**config.mk**
```make
export PLATFORM = sky130hd
export DESIGN_NAME = uart_param_txrx
export DESIGN_NICKNAME = d
export VERILOG_FILES = /design/src/rtl/uart_param_txrx.sv
export SDC_FILE = /design/constraint.sdc
export NUM_CORES = 1
export LEC_CHECK = 0
export ABC_AREA = 0
export CORE_MARGIN = 1
export CORE_UTILIZATION = 55
export CTS_BUF_LIST = sky130_fd_sc_hd__clkbuf_8 sky130_fd_sc_hd__clkbuf_16
export CTS_CLUSTER_DIAMETER = 40
export DETAILED_ROUTE_END_ITERATION = 10
export PLACE_DENSITY = 0.74
export SLEW_MARGIN = 30
export SYNTH_ARGS = -nofsm -noshare
export SYNTH_HDL_FRONTEND = slang
export SYNTH_SLANG_ARGS = --single-unit
```
**constraint.sdc**
```tcl
create_clock -name clk -period 2.7 [get_ports clk]
set_input_delay 0.54 -clock clk [delete_from_list [all_inputs] [get_ports clk]]
set_output_delay 0.54 -clock clk [all_outputs]
set_load 0.1 [all_outputs]
```
**src/rtl/uart_param_txrx.sv**
```systemverilog
`timescale 1ns/1ps
`default_nettype none
// ============================================================================
//  Module   : uart_param_txrx
//  Purpose  : Parametrised full-duplex UART. The TX and RX halves are fully
//             independent. Frames are sent LSB first, with an optional
//             parity bit and 1 or 2 stop bits. Both sides use valid/ready
//             handshakes.
//             RX has a 2-flop input synchroniser, false-start rejection,
//             parity/framing/overrun flags and a 1-entry holding register.
//  Ports    : clk, rst (asynchronous, active-high)
//             tx_data/tx_valid/tx_ready : word to transmit, handshake
//             tx_out, tx_busy           : serial line (idle high), frame busy
//             rx_in                     : asynchronous serial line in
//             rx_data/rx_valid/rx_ready : received word, handshake
//             rx_parity_err, rx_frame_err, rx_overrun : status for rx_data
//  Revision : 1.0  initial release
// ============================================================================
module uart_param_txrx #(
  parameter int CLKS_PER_BIT = 521,
  parameter int DATA_BITS    = 8,
  parameter int PARITY_MODE  = 0,
  parameter int STOP_BITS    = 1
) (
  input  logic                 clk,
  input  logic                 rst,
  input  logic [DATA_BITS-1:0] tx_data,
  input  logic                 tx_valid,
  output logic                 tx_ready,
  output logic                 tx_out,
  output logic                 tx_busy,
  input  logic                 rx_in,
  output logic [DATA_BITS-1:0] rx_data,
  output logic                 rx_valid,
  input  logic                 rx_ready,
  output logic                 rx_parity_err,
  output logic                 rx_frame_err,
  output logic                 rx_overrun
);

  localparam int CW = $clog2(CLKS_PER_BIT) + 1;
  localparam int BW = $clog2(DATA_BITS) + 1;

  localparam logic [CW-1:0] c_cnt_one  = CW'(1);
  localparam logic [CW-1:0] c_bit_end  = CW'(CLKS_PER_BIT - 1);
  localparam logic [CW-1:0] c_stop_end = CW'(STOP_BITS * CLKS_PER_BIT - 1);
  localparam logic [CW-1:0] c_half_end = CW'(CLKS_PER_BIT / 2 - 1);
  localparam logic [BW-1:0] c_idx_one  = BW'(1);
  localparam logic [BW-1:0] c_idx_last = BW'(DATA_BITS - 1);

  typedef enum logic [2:0] {
    S_IDLE   = 3'd0,
    S_START  = 3'd1,
    S_DATA   = 3'd2,
    S_PARITY = 3'd3,
    S_STOP   = 3'd4
  } state_t;

  // Even parity is the XOR of the data; odd parity is its inverse.
  function automatic logic par_of(input logic [DATA_BITS-1:0] d);
    return (PARITY_MODE == 2) ? ~^d : ^d;
  endfunction

  // --------------------------------------------------------------------------
  // Transmitter
  // --------------------------------------------------------------------------
  state_t                tx_state_q, tx_state_d;
  logic [CW-1:0]         tx_cnt_q, tx_cnt_d;
  logic [BW-1:0]         tx_idx_q, tx_idx_d;
  logic [DATA_BITS-1:0]  tx_shift_q, tx_shift_d;
  logic                  tx_par_q, tx_par_d;
  logic                  tx_out_q, tx_out_d;
  logic                  tx_ready_q, tx_ready_d;
  logic                  tx_busy_q, tx_busy_d;

  always_comb begin
    tx_state_d = tx_state_q;
    tx_cnt_d   = tx_cnt_q;
    tx_idx_d   = tx_idx_q;
    tx_shift_d = tx_shift_q;
    tx_par_d   = tx_par_q;
    tx_out_d   = tx_out_q;
    tx_ready_d = tx_ready_q;
    tx_busy_d  = tx_busy_q;
    case (tx_state_q)
      S_IDLE: begin
        if (tx_valid && tx_ready_q) begin
          tx_shift_d = tx_data;
          tx_par_d   = par_of(tx_data);
          tx_cnt_d   = '0;
          tx_idx_d   = '0;
          tx_out_d   = 1'b0;
          tx_ready_d = 1'b0;
          tx_busy_d  = 1'b1;
          tx_state_d = S_START;
        end
      end
      S_START: begin
        if (tx_cnt_q == c_bit_end) begin
          tx_cnt_d   = '0;
          tx_out_d   = tx_shift_q[0];
          tx_state_d = S_DATA;
        end else begin
          tx_cnt_d = tx_cnt_q + c_cnt_one;
        end
      end
      S_DATA: begin
        if (tx_cnt_q == c_bit_end) begin
          tx_cnt_d = '0;
          if (tx_idx_q == c_idx_last) begin
            if (PARITY_MODE != 0) begin
              tx_out_d   = tx_par_q;
              tx_state_d = S_PARITY;
            end else begin
              tx_out_d   = 1'b1;
              tx_state_d = S_STOP;
            end
          end else begin
            // The line always carries bit 0 of the shift register.
            tx_idx_d   = tx_idx_q + c_idx_one;
            tx_shift_d = tx_shift_q >> 1;
            tx_out_d   = tx_shift_q[1];
          end
        end else begin
          tx_cnt_d = tx_cnt_q + c_cnt_one;
        end
      end
      S_PARITY: begin
        if (tx_cnt_q == c_bit_end) begin
          tx_cnt_d   = '0;
          tx_out_d   = 1'b1;
          tx_state_d = S_STOP;
        end else begin
          tx_cnt_d = tx_cnt_q + c_cnt_one;
        end
      end
      S_STOP: begin
        // All stop bits are timed as one stretched period.
        if (tx_cnt_q == c_stop_end) begin
          tx_cnt_d   = '0;
          tx_ready_d = 1'b1;
          tx_busy_d  = 1'b0;
          tx_state_d = S_IDLE;
        end else begin
          tx_cnt_d = tx_cnt_q + c_cnt_one;
        end
      end
      default: begin
        tx_cnt_d   = '0;
        tx_out_d   = 1'b1;
        tx_ready_d = 1'b1;
        tx_busy_d  = 1'b0;
        tx_state_d = S_IDLE;
      end
    endcase
  end

  always_ff @(posedge clk or posedge rst) begin
    if (rst) begin
      tx_state_q <= S_IDLE;
      tx_cnt_q   <= '0;
      tx_idx_q   <= '0;
      tx_shift_q <= '0;
      tx_par_q   <= 1'b0;
      tx_out_q   <= 1'b1;
      tx_ready_q <= 1'b1;
      tx_busy_q  <= 1'b0;
    end else begin
      tx_state_q <= tx_state_d;
      tx_cnt_q   <= tx_cnt_d;
      tx_idx_q   <= tx_idx_d;
      tx_shift_q <= tx_shift_d;
      tx_par_q   <= tx_par_d;
      tx_out_q   <= tx_out_d;
      tx_ready_q <= tx_ready_d;
      tx_busy_q  <= tx_busy_d;
    end
  end

  assign tx_out   = tx_out_q;
  assign tx_ready = tx_ready_q;
  assign tx_busy  = tx_busy_q;

  // --------------------------------------------------------------------------
  // Receiver
  // --------------------------------------------------------------------------
  logic                  rx_sync1_q, rx_sync2_q;
  state_t                rx_state_q, rx_state_d;
  logic [CW-1:0]         rx_cnt_q, rx_cnt_d;
  logic [BW-1:0]         rx_idx_q, rx_idx_d;
  logic [DATA_BITS-1:0]  rx_shift_q, rx_shift_d;
  logic                  rx_perr_pend_q, rx_perr_pend_d;
  logic                  rx_wait_high_q, rx_wait_high_d;
  logic                  rx_load, rx_load_ferr;

  logic [DATA_BITS-1:0]  rx_data_q, rx_data_d;
  logic                  rx_valid_q, rx_valid_d;
  logic                  rx_perr_q, rx_perr_d;
  logic                  rx_ferr_q, rx_ferr_d;
  logic                  rx_ovr_q, rx_ovr_d;

  always_comb begin
    rx_state_d     = rx_state_q;
    rx_cnt_d       = rx_cnt_q;
    rx_idx_d       = rx_idx_q;
    rx_shift_d     = rx_shift_q;
    rx_perr_pend_d = rx_perr_pend_q;
    rx_wait_high_d = rx_wait_high_q;
    rx_load        = 1'b0;
    rx_load_ferr   = 1'b0;
    case (rx_state_q)
      S_IDLE: begin
        // After a framing error the line may be held low (break). A new
        // start is only recognised once the line has returned high.
        if (rx_wait_high_q) begin
          if (rx_sync2_q) rx_wait_high_d = 1'b0;
        end else if (!rx_sync2_q) begin
          rx_cnt_d       = '0;
          rx_perr_pend_d = 1'b0;
          rx_state_d     = S_START;
        end
      end
      S_START: begin
        if (rx_cnt_q == c_half_end) begin
          rx_cnt_d = '0;
          rx_idx_d = '0;
          // A line that is high again at mid-start is a glitch.
          rx_state_d = rx_sync2_q ? S_IDLE : S_DATA;
        end else begin
          rx_cnt_d = rx_cnt_q + c_cnt_one;
        end
      end
      S_DATA: begin
        if (rx_cnt_q == c_bit_end) begin
          rx_cnt_d   = '0;
          rx_shift_d = {rx_sync2_q, rx_shift_q[DATA_BITS-1:1]};
          if (rx_idx_q == c_idx_last) begin
            rx_idx_d   = '0;
            rx_state_d = (PARITY_MODE != 0) ? S_PARITY : S_STOP;
          end else begin
            rx_idx_d = rx_idx_q + c_idx_one;
          end
        end else begin
          rx_cnt_d = rx_cnt_q + c_cnt_one;
        end
      end
      S_PARITY: begin
        if (rx_cnt_q == c_bit_end) begin
          rx_cnt_d       = '0;
          rx_perr_pend_d = rx_sync2_q ^ par_of(rx_shift_q);
          rx_state_d     = S_STOP;
        end else begin
          rx_cnt_d = rx_cnt_q + c_cnt_one;
        end
      end
      S_STOP: begin
        if (rx_cnt_q == c_bit_end) begin
          rx_cnt_d       = '0;
          rx_load        = 1'b1;
          rx_load_ferr   = ~rx_sync2_q;
          rx_wait_high_d = ~rx_sync2_q;
          rx_state_d     = S_IDLE;
        end else begin
          rx_cnt_d = rx_cnt_q + c_cnt_one;
        end
      end
      default: begin
        rx_cnt_d   = '0;
        rx_state_d = S_IDLE;
      end
    endcase
  end

  // Holding register: a load always wins over a simultaneous accept.
  always_comb begin
    rx_data_d  = rx_data_q;
    rx_valid_d = rx_valid_q;
    rx_perr_d  = rx_perr_q;
    rx_ferr_d  = rx_ferr_q;
    rx_ovr_d   = rx_ovr_q;
    if (rx_load) begin
      rx_data_d  = rx_shift_q;
      rx_perr_d  = rx_perr_pend_q;
      rx_ferr_d  = rx_load_ferr;
      rx_valid_d = 1'b1;
      // Overrun only when the previous word was neither consumed now nor
      // before; an accept in the same cycle clears it.
      rx_ovr_d   = rx_valid_q & ~rx_ready;
    end else if (rx_valid_q && rx_ready) begin
      rx_valid_d = 1'b0;
      rx_ovr_d   = 1'b0;
    end
  end

  always_ff @(posedge clk or posedge rst) begin
    if (rst) begin
      rx_sync1_q     <= 1'b1;
      rx_sync2_q     <= 1'b1;
      rx_state_q     <= S_IDLE;
      rx_cnt_q       <= '0;
      rx_idx_q       <= '0;
      rx_shift_q     <= '0;
      rx_perr_pend_q <= 1'b0;
      rx_wait_high_q <= 1'b0;
      rx_data_q      <= '0;
      rx_valid_q     <= 1'b0;
      rx_perr_q      <= 1'b0;
      rx_ferr_q      <= 1'b0;
      rx_ovr_q       <= 1'b0;
    end else begin
      rx_sync1_q     <= rx_in;
      rx_sync2_q     <= rx_sync1_q;
      rx_state_q     <= rx_state_d;
      rx_cnt_q       <= rx_cnt_d;
      rx_idx_q       <= rx_idx_d;
      rx_shift_q     <= rx_shift_d;
      rx_perr_pend_q <= rx_perr_pend_d;
      rx_wait_high_q <= rx_wait_high_d;
      rx_data_q      <= rx_data_d;
      rx_valid_q     <= rx_valid_d;
      rx_perr_q      <= rx_perr_d;
      rx_ferr_q      <= rx_ferr_d;
      rx_ovr_q       <= rx_ovr_d;
    end
  end

  assign rx_data       = rx_data_q;
  assign rx_valid      = rx_valid_q;
  assign rx_parity_err = rx_perr_q;
  assign rx_frame_err  = rx_ferr_q;
  assign rx_overrun    = rx_ovr_q;

endmodule
`default_nettype wire
```
# Word-level counts from Yosys, hierarchy flattened
# Index checks and enable logic that the tools add are counted.
# Widths: inputs -> output; s select.
# op_classes
add_sub_neg	4
n_eq_ne	27
mux	61
bitwise	6
reduce_logical	23
# ops
op	count
$mux 11	6
$mux 3	13
$pmux 11 s3	1
$pmux 3 s5	2
$ne 2x2->1 const B	14
$mux 4	6
$mux 8	3
$add 11x1->11 const B	2
$eq 11x10->1 const B	2
$pmux 11 s2	1
$mux 1	20
$pmux 4 s2	2
$pmux 8 s2	1
$eq 3x2->1 const B	4
$eq 11x9->1 const B	1
$reduce_bool 2->1	5
$add 4x1->4 const B	2
$eq 4x3->1 const B	2
$reduce_and 4->1	2
$reduce_xor 8->1	1
$reduce_and 7->1	1
$eq 3x1->1 const B	2
$eq 3x3->1 const B	2
$logic_not 3->1	2
14 further kinds	24
# totals
ff_bits	71
inputBits	13
out_inout_bits	15
word_cells	141

# Longest topological paths before layout
# Gate-level depths: netlist of the first run.
# logic_depth
ltp_word	4
ltp_mapped	7
ltp_nobuf	6

# Worst setup path before layout of the first run
# OpenSTA, ideal clock, no wires.
# synth_timing
path_kind	reg-to-reg
from	register tx_ready_q (netlist: tx_ready)
to	register tx_shift_q[1]
arrival_time_ps	1799
t_required_ps	2553
path_slack_ps	754
path_stages_with_launch	6
cell_sequence	dfstp_2 > a2111oi_4 > or4_1 > clkbuf_1 > nor2_1 > a221oi_1
# synth_via
elab_chain_len	3
# synth_lines
element	line	rtl
from (decl)	73	logic tx_ready_q, tx_ready_d;
from (signal assigned)	175	tx_ready_q <= tx_ready_d;
$logic_and 1x1->1	87	if (tx_valid && tx_ready_q) begin
$ne 2x2->1 (no line)	-	
$reduce_and 4->1 (no line)	-	
to (signal assigned)	172	tx_shift_q <= tx_shift_d;
to (decl)	70	logic [DATA_BITS-1:0] tx_shift_q, tx_shift_d;
# Every way passes these cells.
# A chain may end at the register's enable or synchronous reset.

# Worst setup path in the final report of the first run
# layout_timing
from	register tx_cnt_q[2]
to	register tx_shift_q[4]
# layout_via
elab_chain_len	3
# layout_lines
element	line	rtl
from (decl)	68	logic [CW-1:0] tx_cnt_q, tx_cnt_d;
from (signal assigned)	170	tx_cnt_q <= tx_cnt_d;
$eq 11x10->1	108	if (tx_cnt_q == c_bit_end) begin
$ne 2x2->1 (no line)	-	
$reduce_and 4->1 (no line)	-	
# Every way passes these cells.

==> flow_summary.json, run 1 <==
{
  "status": "finished with violations",
  "power_mw": 2.09,
  "grt_pass1_vias": 2679,
  "yosysTopAreaCell": "dfrtp_1",
  "required_ps": 2890,
  "rrSetupSlack_ps": 660,
  "clock-root-buffer": "clkbuf_8",
  "hold_class": "reg -> reg",
  "avgViaCountPerCell": 5.96,
  "slew_viol_final": 0,
  "cap_violations": 0,
  "grt-ovfl-total": 0,
  "fillCellCount": 536,
  "holdWs_ps": 359,
  "wl_um": 7280,
  "rsz0062_at_grt": "no",
  "dpl.hpwl_um": 4970,
  "startpoint": "tx_cnt_q[2]",
  "routed.top_layer": "met4",
  "hp-start": "rx_sync1_q",
  "ys_seq_elements": 71,
  "grt_max_degree": 54,
  "postSynth.asyncResetShare": 1.00,
  "grt_pass1_wl_um": 12300,
  "tns_ps": 0,
  "path_max_fanout": 18,
  "antenna_found_initial": 0,
  "cts_resized": 0,
  "clk_pin_slew_ps": 70,
  "synth_nets": 392,
  "drt_first_pass_iters": 7,
  "met2_length_um": 3550,
  "ant_nets": 0,
  "die_y_um": 84.8,
  "cts.sinks": 71,
  "layout_min_cycle_time_ps": 2040,
  "chipWidth_um": 84.8,
  "cts_tree": "done",
  "p_per_area_nw_per_um2": 486,
  "nets": 418,
  "cp_cell_sequence": "nor4b_2 > nand3_2 > nor3_2 > a221oi_1",
  "synth_seq_area_share": 0.473,
  "h-tree-depth": 3,
  "violations": "design-rule violations",
  "cp_slowest_cell": "nor3_2",
  "setup_viol_count_final": 0,
  "p_leak_nw": 1.93,
  "crit_arrival_ps": 2230,
  "cp_top_family": "simple AND/OR/NAND/NOR gates",
  "final_common_cell": "dfrtp_1",
  "timing.rr.start": "tx_cnt_q[2]",
  "path_class": "reg -> reg",
  "postCtsSetupRepairBufs": 0,
  "met3_length_um": 232,
  "drt-initial-drc-count": 126,
  "n_antenna_cell": 0,
  "synthTopCellsByArea": "dfrtp_1 (45%), mux2_2 (5.7%), nand2_1 (3.3%), dfstp_2 (2.8%), nand3_1 (2.4%)",
  "layout_common_cells": "dfrtp_1 (67), nand2_1 (33), nor2_1 (24)",
  "max_stage_delay_ps": 490,
  "clockBufferDepth": 2,
  "die_area_um2": 7180,
  "ir_worst_vdd_mv": 0.343,
  "grt_usage": 0.220,
  "endpoint_kind": "register",
  "holdBufCountCts": 0,
  "clock_skew_ps": 7.03,
  "wl_met1_um": 3420,
  "finalHoldViolations": 0,
  "clk_latency_ps": 340,
  "cts_made_buffers": 9,
  "max_slew_margin": 0.663,
  "synth_warnings": 0,
  "path_buf_inv": 0,
  "period_share": 0.754,
  "syn_area_um2": 3770,
  "num_vias": 2869,
  "rows": 29,
  "area_growth_pct": 14.2,
  "cp-start-kind": "register",
  "synthCells": 373,
  "wl_per_cell_um": 15.1,
  "max_slew.worst_pin.slew_ps": 501,
  "synth-edff-count": 0,
  "synth_top_area_share": 0.445,
  "coreArea_um2": 6490,
  "syn_avg_cell_area_um2": 10.1,
  "synth_cell_types": 61,
  "post-route-drc-count": 3,
  "max_freq_ghz": 0.491,
  "initial_core_util": 0.580,
  "drive_gt1_frac": 0.186,
  "ioPinCount": 28,
  "synth_ff_type": "dfrtp_1",
  "io_buffer_count": 27,
  "place.gp.congestion": 0.868
}
## layout make-up
| cell class | instances | area [um2] | area share |
|---|---|---|---|
| Sequential cell | 71 | 1780 | 0.414 |
| Multi-Input combinational cell | 261 | 1810 | 0.422 |
| Clock inverter | 5 | 80.1 | 0.0186 |
| Inverter | 23 | 86.3 | 0.0201 |
| Tap cell | 77 | 96.3 | 0.0224 |
| Timing Repair Buffer | 33 | 290 | 0.0675 |
| Clock buffer | 11 | 151 | 0.0352 |
## where the power goes
part | internal (mW) | switching [mW]
combinational | 0.0225 | 0.0356
clock | 0.569 | 0.393
sequential | 1.07 | 0.00218
## stage by stage
step	instances	util	setup slack (ps)	cell area, um2
2_1_floorplan	373	-	370	3770
3_3_place_gp	465	0.626	403	4070
3_5_place_dp	465	0.626	320	4070
4_1_cts	481	0.662	649	4300
5_1_grt	481	0.662	481	4300
6_report	481	0.662	665	4300
## registers in the layout, summed over array words and instances, names as in the netlist, 3 cells and up
signal,count
rx_cnt_q,11
tx_cnt_q,11
rx_data,8
rx_shift_q,8
tx_shift_q,8
rx_idx_q,4
tx_idx_q,4
rx_state_q,3
tx_state_q,3
## cell usage after synthesis, drive strengths merged, types with 3 or more instances
cell	n
a21oi	9
a221oi	6
a22o	7
a31oi	7
and2	4
and3	5
buf	8
clkbuf	10
dfrtp	67
dfstp	4
ha	6
inv	23
mux2	19
mux2i	7
nand2	33
nand2b	7
nand3	19
nor2	24
nor2b	6
nor3	12
nor4	8
o211ai	3
o21ai	17
o22ai	8
o31a	4
or4	3
xnor2	6
## cells by family (layout without fill, tap and decap cells)
kind of cell,count (synthesis),in the layout,share of synthesized area
xor gates and xnor gates,9,9,0.0246
and+or+nand+nor,137,137,0.198
adders and majority gates,6,6,0.0199
muxes,26,26,0.0754
AOI/OAI and AO/OA,83,83,0.163
buffers and inverters,41,72,0.0452
DFF,71,71,0.473
## layer usage
layer / up-vias / track usage
met3: 10 / 0.0590
met5: - / 0
met2: 45 / 0.364
met1: 1399 / 0.284
li1: 1415 / -
met4: 0 / 0.0647
## worst paths after layout
path | end | cells after the start
max | tx_shift_q[4] | 4
min | rx_sync2_q | 0
max reg2reg | tx_shift_q[4] | 4
min reg2reg | rx_sync2_q | 0
max in group asynchronous | rx_sync2_q | 3
min in group asynchronous | rx_cnt_q[4] | 2
Note: power is estimated with default switching activity, not from simulation.
==> inputs of run 2 (changes only) <==
==> constraint.sdc (replaced) <==
create_clock -name clk -period 2 [get_ports clk]
set_input_delay 0.4 -clock clk [delete_from_list [all_inputs] [get_ports clk]]
set_output_delay 0.4 -clock clk [all_outputs]
set_load 0.1 [all_outputs]
==> flow_summary.json, run 2 (synthesized netlist as in run 1, its figures left out) <==
{
  "sequentialPowerShare": 0.560,
  "p_per_area_nw_per_um2": 579,
  "period_share": 0.947,
  "path_max_fanout": 8,
  "num_vias": 2958,
  "multi_input_area_um2": 1830,
  "nets": 438,
  "postPlaceCellArea_um2": 4240,
  "grt_max_degree": 72,
  "slew_viol_final": 0,
  "max_slew.worst_pin.slew_ps": 612,
  "ant_nets": 0,
  "largest_registers": "rx_cnt_q x11, tx_cnt_q x11",
  "die_area_um2": 7180,
  "drt-initial-drc-count": 164,
  "pwr-share-comb": 0.031,
  "dpl.hpwl_um": 5150,
  "fillCellCount": 491,
  "drt_first_pass_iters": 6,
  "clock_skew_ps": 10.6,
  "place_ws_ps": -45.7,
  "clk_latency_ps": 350,
  "p_leak_nw": 2.02,
  "finalHoldViolations": 0,
  "tns_ps": 0,
  "power_mw": 2.58,
  "wl_um": 7550,
  "switchingPower_uw": 643,
  "cp_slowest_cell": "dfrtp_1",
  "hold_class": "reg -> reg",
  "max_stage_delay_ps": 420,
  "fin_util": 0.684,
  "final_cell_count_no_fill": 501,
  "antenna_found_initial": 0,
  "required_ps": 2240,
  "cp-start-kind": "register",
  "path_class": "reg -> reg",
  "io_buffer_count": 27,
  "n_antenna_cell": 0,
  "final_cell_area_um2": 4450,
  "ir_worst_vdd_mv": 0.300,
  "swShare": 0.250,
  "holdBufCountCts": 0,
  "initial_core_util": 0.580,
  "rows": 29,
  "max_slew_margin": 0.589,
  "grt-ovfl-total": 0,
  "avgViaCountPerCell": 5.90,
  "endpoint_kind": "register",
  "drive_gt1_frac": 0.229,
  "cp_top_family": "simple AND/OR/NAND/NOR gates",
  "chipWidth_um": 84.8,
  "power_frac_clock": 0.409,
  "crit_arrival_ps": 2130,
  "grt_pass1_vias": 2816,
  "seq_area_um2": 1780,
  "clockBufferDepth": 2,
  "post-route-drc-count": 0,
  "layout_min_cycle_time_ps": 1890,
  "grt_pass1_wl_um": 13200,
  "cts.sinks": 71,
  "place.gp.congestion": 0.832,
  "cp_cell_sequence": "inv_1 > ha_1 > and4b_1 > and3_1 > nand2_1 > mux2_2",
  "path_buf_inv": 1,
  "coreArea_um2": 6490,
  "cts_made_buffers": 9,
  "holdWs_ps": 378,
  "setup_slack_ps": 106,
  "final_common_cell": "dfrtp_1",
  "wl_per_cell_um": 15.1,
  "cts_tree": "done",
  "max_freq_ghz": 0.528,
  "layout_common_cells": "dfrtp_1 (67), buf_4 (38), nand2_1 (33)",
  "setup_viol_count_final": 0,
  "ioPinCount": 28,
  "clk_pin_slew_ps": 80,
  "grt_usage": 0.237,
  "die_y_um": 84.8,
  "rsz0062_at_grt": "no",
  "clock-root-buffer": "clkbuf_8",
  "status": "completed",
  "placedCellCount": 484,
  "cap_violations": 0,
  "intPower_mw": 1.93,
  "area_growth_pct": 18.0,
  "h-tree-depth": 3
}
-- run 2: cell count changes in the layout (fill, tap and decap cells not counted), moves of 2 or more --
cell,delta
buf_4,+18
inv_6,+3
bufinv_16,-2
buf_12,+2
clkbuf_8,-2
-- run 2: what timing repair did --
action | CTS | global route
setup endpoints to repair | 7 | 17
gates resized for setup | 1 | 2
pin swaps | 0 | 1
buffers inserted | 0 | 1
-- run 2: power by group through the flow --
| stage | clock [mW] | combinational [mW] | sequential [mW] |
|---|---|---|---|
| 2_1_floorplan | 0 | 0.0275 | 1.48 |
| 4_1_cts | 1.09 | 0.0826 | 1.44 |
| 5_1_grt | 1.15 | 0.0885 | 1.44 |
| 3_3_place_gp | 0 | 0.0812 | 1.47 |
| 3_5_place_dp | 0 | 0.0823 | 1.47 |
| 6_report | 1.05 | 0.0795 | 1.44 |
-- run 2: area by class of cell --
class                   instances  share of cell area
clock inverters                 7              0.0124
clock buffers                   9              0.0279
multi-input cells             261               0.412
repair buffers                 53               0.105
well taps                      77              0.0217
inverters                      23              0.0203
flip-flops and latches         71               0.401
-- run 2: worst reg2reg max path: stages, from the launching register on --
cell and delay [ps]:
dfrtp_1 420, inv_1 60, ha_1 200, and4b_1 230, and3_1 190, nand2_1 300, mux2_2 380
-- run 2: worst paths after layout --
path	endpoint	slack, ps	from	depth (start not counted)
setup / recovery	rx_shift_q[5]	110	rx_cnt_q[0]	6
hold reg to reg	rx_sync2_q	380	rx_sync1_q	0
setup reg to reg	rx_shift_q[5]	110	rx_cnt_q[0]	6
max in group asynchronous	rx_sync1_q	1170	rst	3
min in group asynchronous	rx_shift_q[0]	510	rst	3
hold / removal	rx_sync2_q	380	rx_sync1_q	0
-- run 2: per-layer routing --
metal  vias up  global-route usage  wire length (um)
met5         -                   0                 0
met3        12              0.0403               141
met1      1445               0.324              3640
met2        35               0.364              3600
met4         0               0.125               165
li1       1466                   -                 -
==> inputs of run 3 (changes only) <==
--- a/config.mk
+++ b/config.mk
@@ -6,6 +6,7 @@
 export NUM_CORES = 1
 export LEC_CHECK = 0
 export ABC_AREA = 0
+export CORE_ASPECT_RATIO = 0.8
 export CORE_MARGIN = 1
 export CORE_UTILIZATION = 55
 export CTS_BUF_LIST = sky130_fd_sc_hd__clkbuf_8 sky130_fd_sc_hd__clkbuf_16
==> flow_summary.json, run 3 (synthesized netlist as in run 1, its figures left out) <==
{
  "slew_viol_final": 0,
  "reg2reg_depth": 5,
  "layout_common_cells": "dfrtp_1 (67), buf_4 (42), nand2_1 (32)",
  "place.gp.congestion": 0.829,
  "nets": 442,
  "ioPinCount": 28,
  "initial_core_util": 0.579,
  "ant_nets": 0,
  "antenna_found_initial": 0,
  "grt_max_degree": 54,
  "finalHoldViolations": 0,
  "holdBufCountCts": 0,
  "timing.rr.start": "rx_cnt_q[10]",
  "p_leak_nw": 2.06,
  "cp-start-kind": "register",
  "final_common_cell": "dfrtp_1",
  "cts_made_buffers": 9,
  "holdPathEnd": "rx_sync2_q",
  "wl_per_cell_um": 15.9,
  "largest_registers": "rx_cnt_q x11, tx_cnt_q x11",
  "path_max_fanout": 7,
  "area_growth_pct": 20.5,
  "grt-ovfl-total": 0,
  "setup_viol_count_final": 0,
  "clockBufferDepth": 2,
  "h-tree-depth": 3,
  "rows": 26,
  "clk_latency_ps": 360,
  "clock-root-buffer": "clkbuf_8",
  "cp_slowest_cell": "nor4_4",
  "required_ps": 2220,
  "p_per_area_nw_per_um2": 619,
  "post-route-drc-count": 0,
  "min_path_cells": 0,
  "drt_first_pass_iters": 5,
  "die_y_um": 76.0,
  "clock_skew_ps": 10.3,
  "grt_usage": 0.241,
  "rrSetupSlack_ps": 170,
  "max_stage_delay_ps": 470,
  "coreArea_um2": 6510,
  "n_antenna_cell": 0,
  "io_buffer_count": 27,
  "final_cell_count_no_fill": 511,
  "layout_min_cycle_time_ps": 1830,
  "avgViaCountPerCell": 6.04,
  "max_slew_margin": 0.649,
  "num_vias": 3088,
  "cts_tree": "done",
  "placedCellCount": 496,
  "drt-initial-drc-count": 136,
  "ir_worst_vdd_mv": 0.360,
  "grt_pass1_wl_um": 13400,
  "postCtsSetupRepairBufs": 0,
  "wl_um": 8140,
  "hold_class": "reg -> reg",
  "chipWidth_um": 94.5,
  "rsz0062_at_grt": "no",
  "final_cell_area_um2": 4540,
  "r2r_end": "rx_cnt_q[4]",
  "crit_arrival_ps": 2060,
  "period_share": 0.917,
  "dpl.hpwl_um": 5560,
  "power_mw": 2.81,
  "hp-start": "rx_sync1_q",
  "path_buf_inv": 1,
  "place_ws_ps": -77.0,
  "startpoint": "rx_cnt_q[10]",
  "cap_violations": 0,
  "endpoint_kind": "register",
  "drive_gt1_frac": 0.241,
  "die_area_um2": 7180,
  "cts.sinks": 71,
  "max_slew.worst_pin.slew_ps": 526,
  "grt_pass1_vias": 2843,
  "status": "completed",
  "cp_top_family": "compound AO/OA/AOI/OAI gates",
  "multi_input_area_um2": 1840,
  "postPlaceCellArea_um2": 4290,
  "clk_pin_slew_ps": 70,
  "setup_slack_ps": 166,
  "fillCellCount": 494,
  "path_class": "reg -> reg",
  "max_freq_ghz": 0.545,
  "cp_cell_sequence": "nor4_4 > a31oi_1 > buf_4 > o21ai_0 > o211ai_1",
  "seq_area_um2": 1780
}
run 3: cell types whose count changed in the layout (fill, tap and decap cells not counted), sizes merged:
cell	previous run	this run
buf	41	45
bufinv	0	2
clkbuf	9	10
clkinv	2	3
clkinvlp	3	1
inv	25	22
run 3: area by class of cell:
class,count,share of cell area
Sequential cell,71,0.393
Clock buffer,10,0.0303
Timing Repair Buffer,57,0.109
Multi-Input combinational cell,261,0.407
Clock inverter,5,0.0182
Inverter,23,0.0199
Tap cell,84,0.0232
run 3: power breakdown:
group	leakage, nW	total [mW]	switching, mW	internal [mW]
clock	0.112	1.28	0.550	0.731
sequential	0.874	1.44	0.00337	1.44
combinational	1.07	0.0819	0.0498	0.0321
total	2.06	2.81	0.603	2.20
run 3: worst max-delay path by stage:
stage	end	slack, ps	cells after the start
floorplan	tx_shift_q[1]	50	5
global placement	tx_out	20	5
detailed placement	tx_out	-80	5
CTS	rx_shift_q[3]	60	6
global route	rx_cnt_q[4]	20	5
finish	rx_cnt_q[4]	170	5
run 3: routing by layer:
layer / vias to the layer above / global-route usage / wire (um)
met5: - / 0 / 0
met4: 0 / 0.0697 / 93
met3: 10 / 0.0549 / 436
met2: 96 / 0.359 / 3740
met1: 1514 / 0.351 / 3870
li1: 1468 / - / -
run 3: per-stage QoR:
| step | util | TNS [ps] | hold slack [ps] |
|---|---|---|---|
| floorplan | - | 0 | 345 |
| global placement | 0.659 | 0 | 346 |
| detailed placement | 0.659 | -125 | 347 |
| CTS | 0.693 | 0 | 361 |
| global route | 0.697 | 0 | 364 |
| finish | 0.697 | 0 | 359 |
run 3: what timing repair did:
item / CTS / global route
resized for setup: 0 / 6
endpoints found under the hold margin: 0 / 0
endpoints found under the setup margin: 0 / 21
run 3: worst register-to-register path, delay by kind of cell, from the launching register on:
family                 cells  cell delay (ps)
and+or+nand+nor            1              470
DFF                        1              440
buffers and inverters      1              220
AOI/OAI and AO/OA          3              580
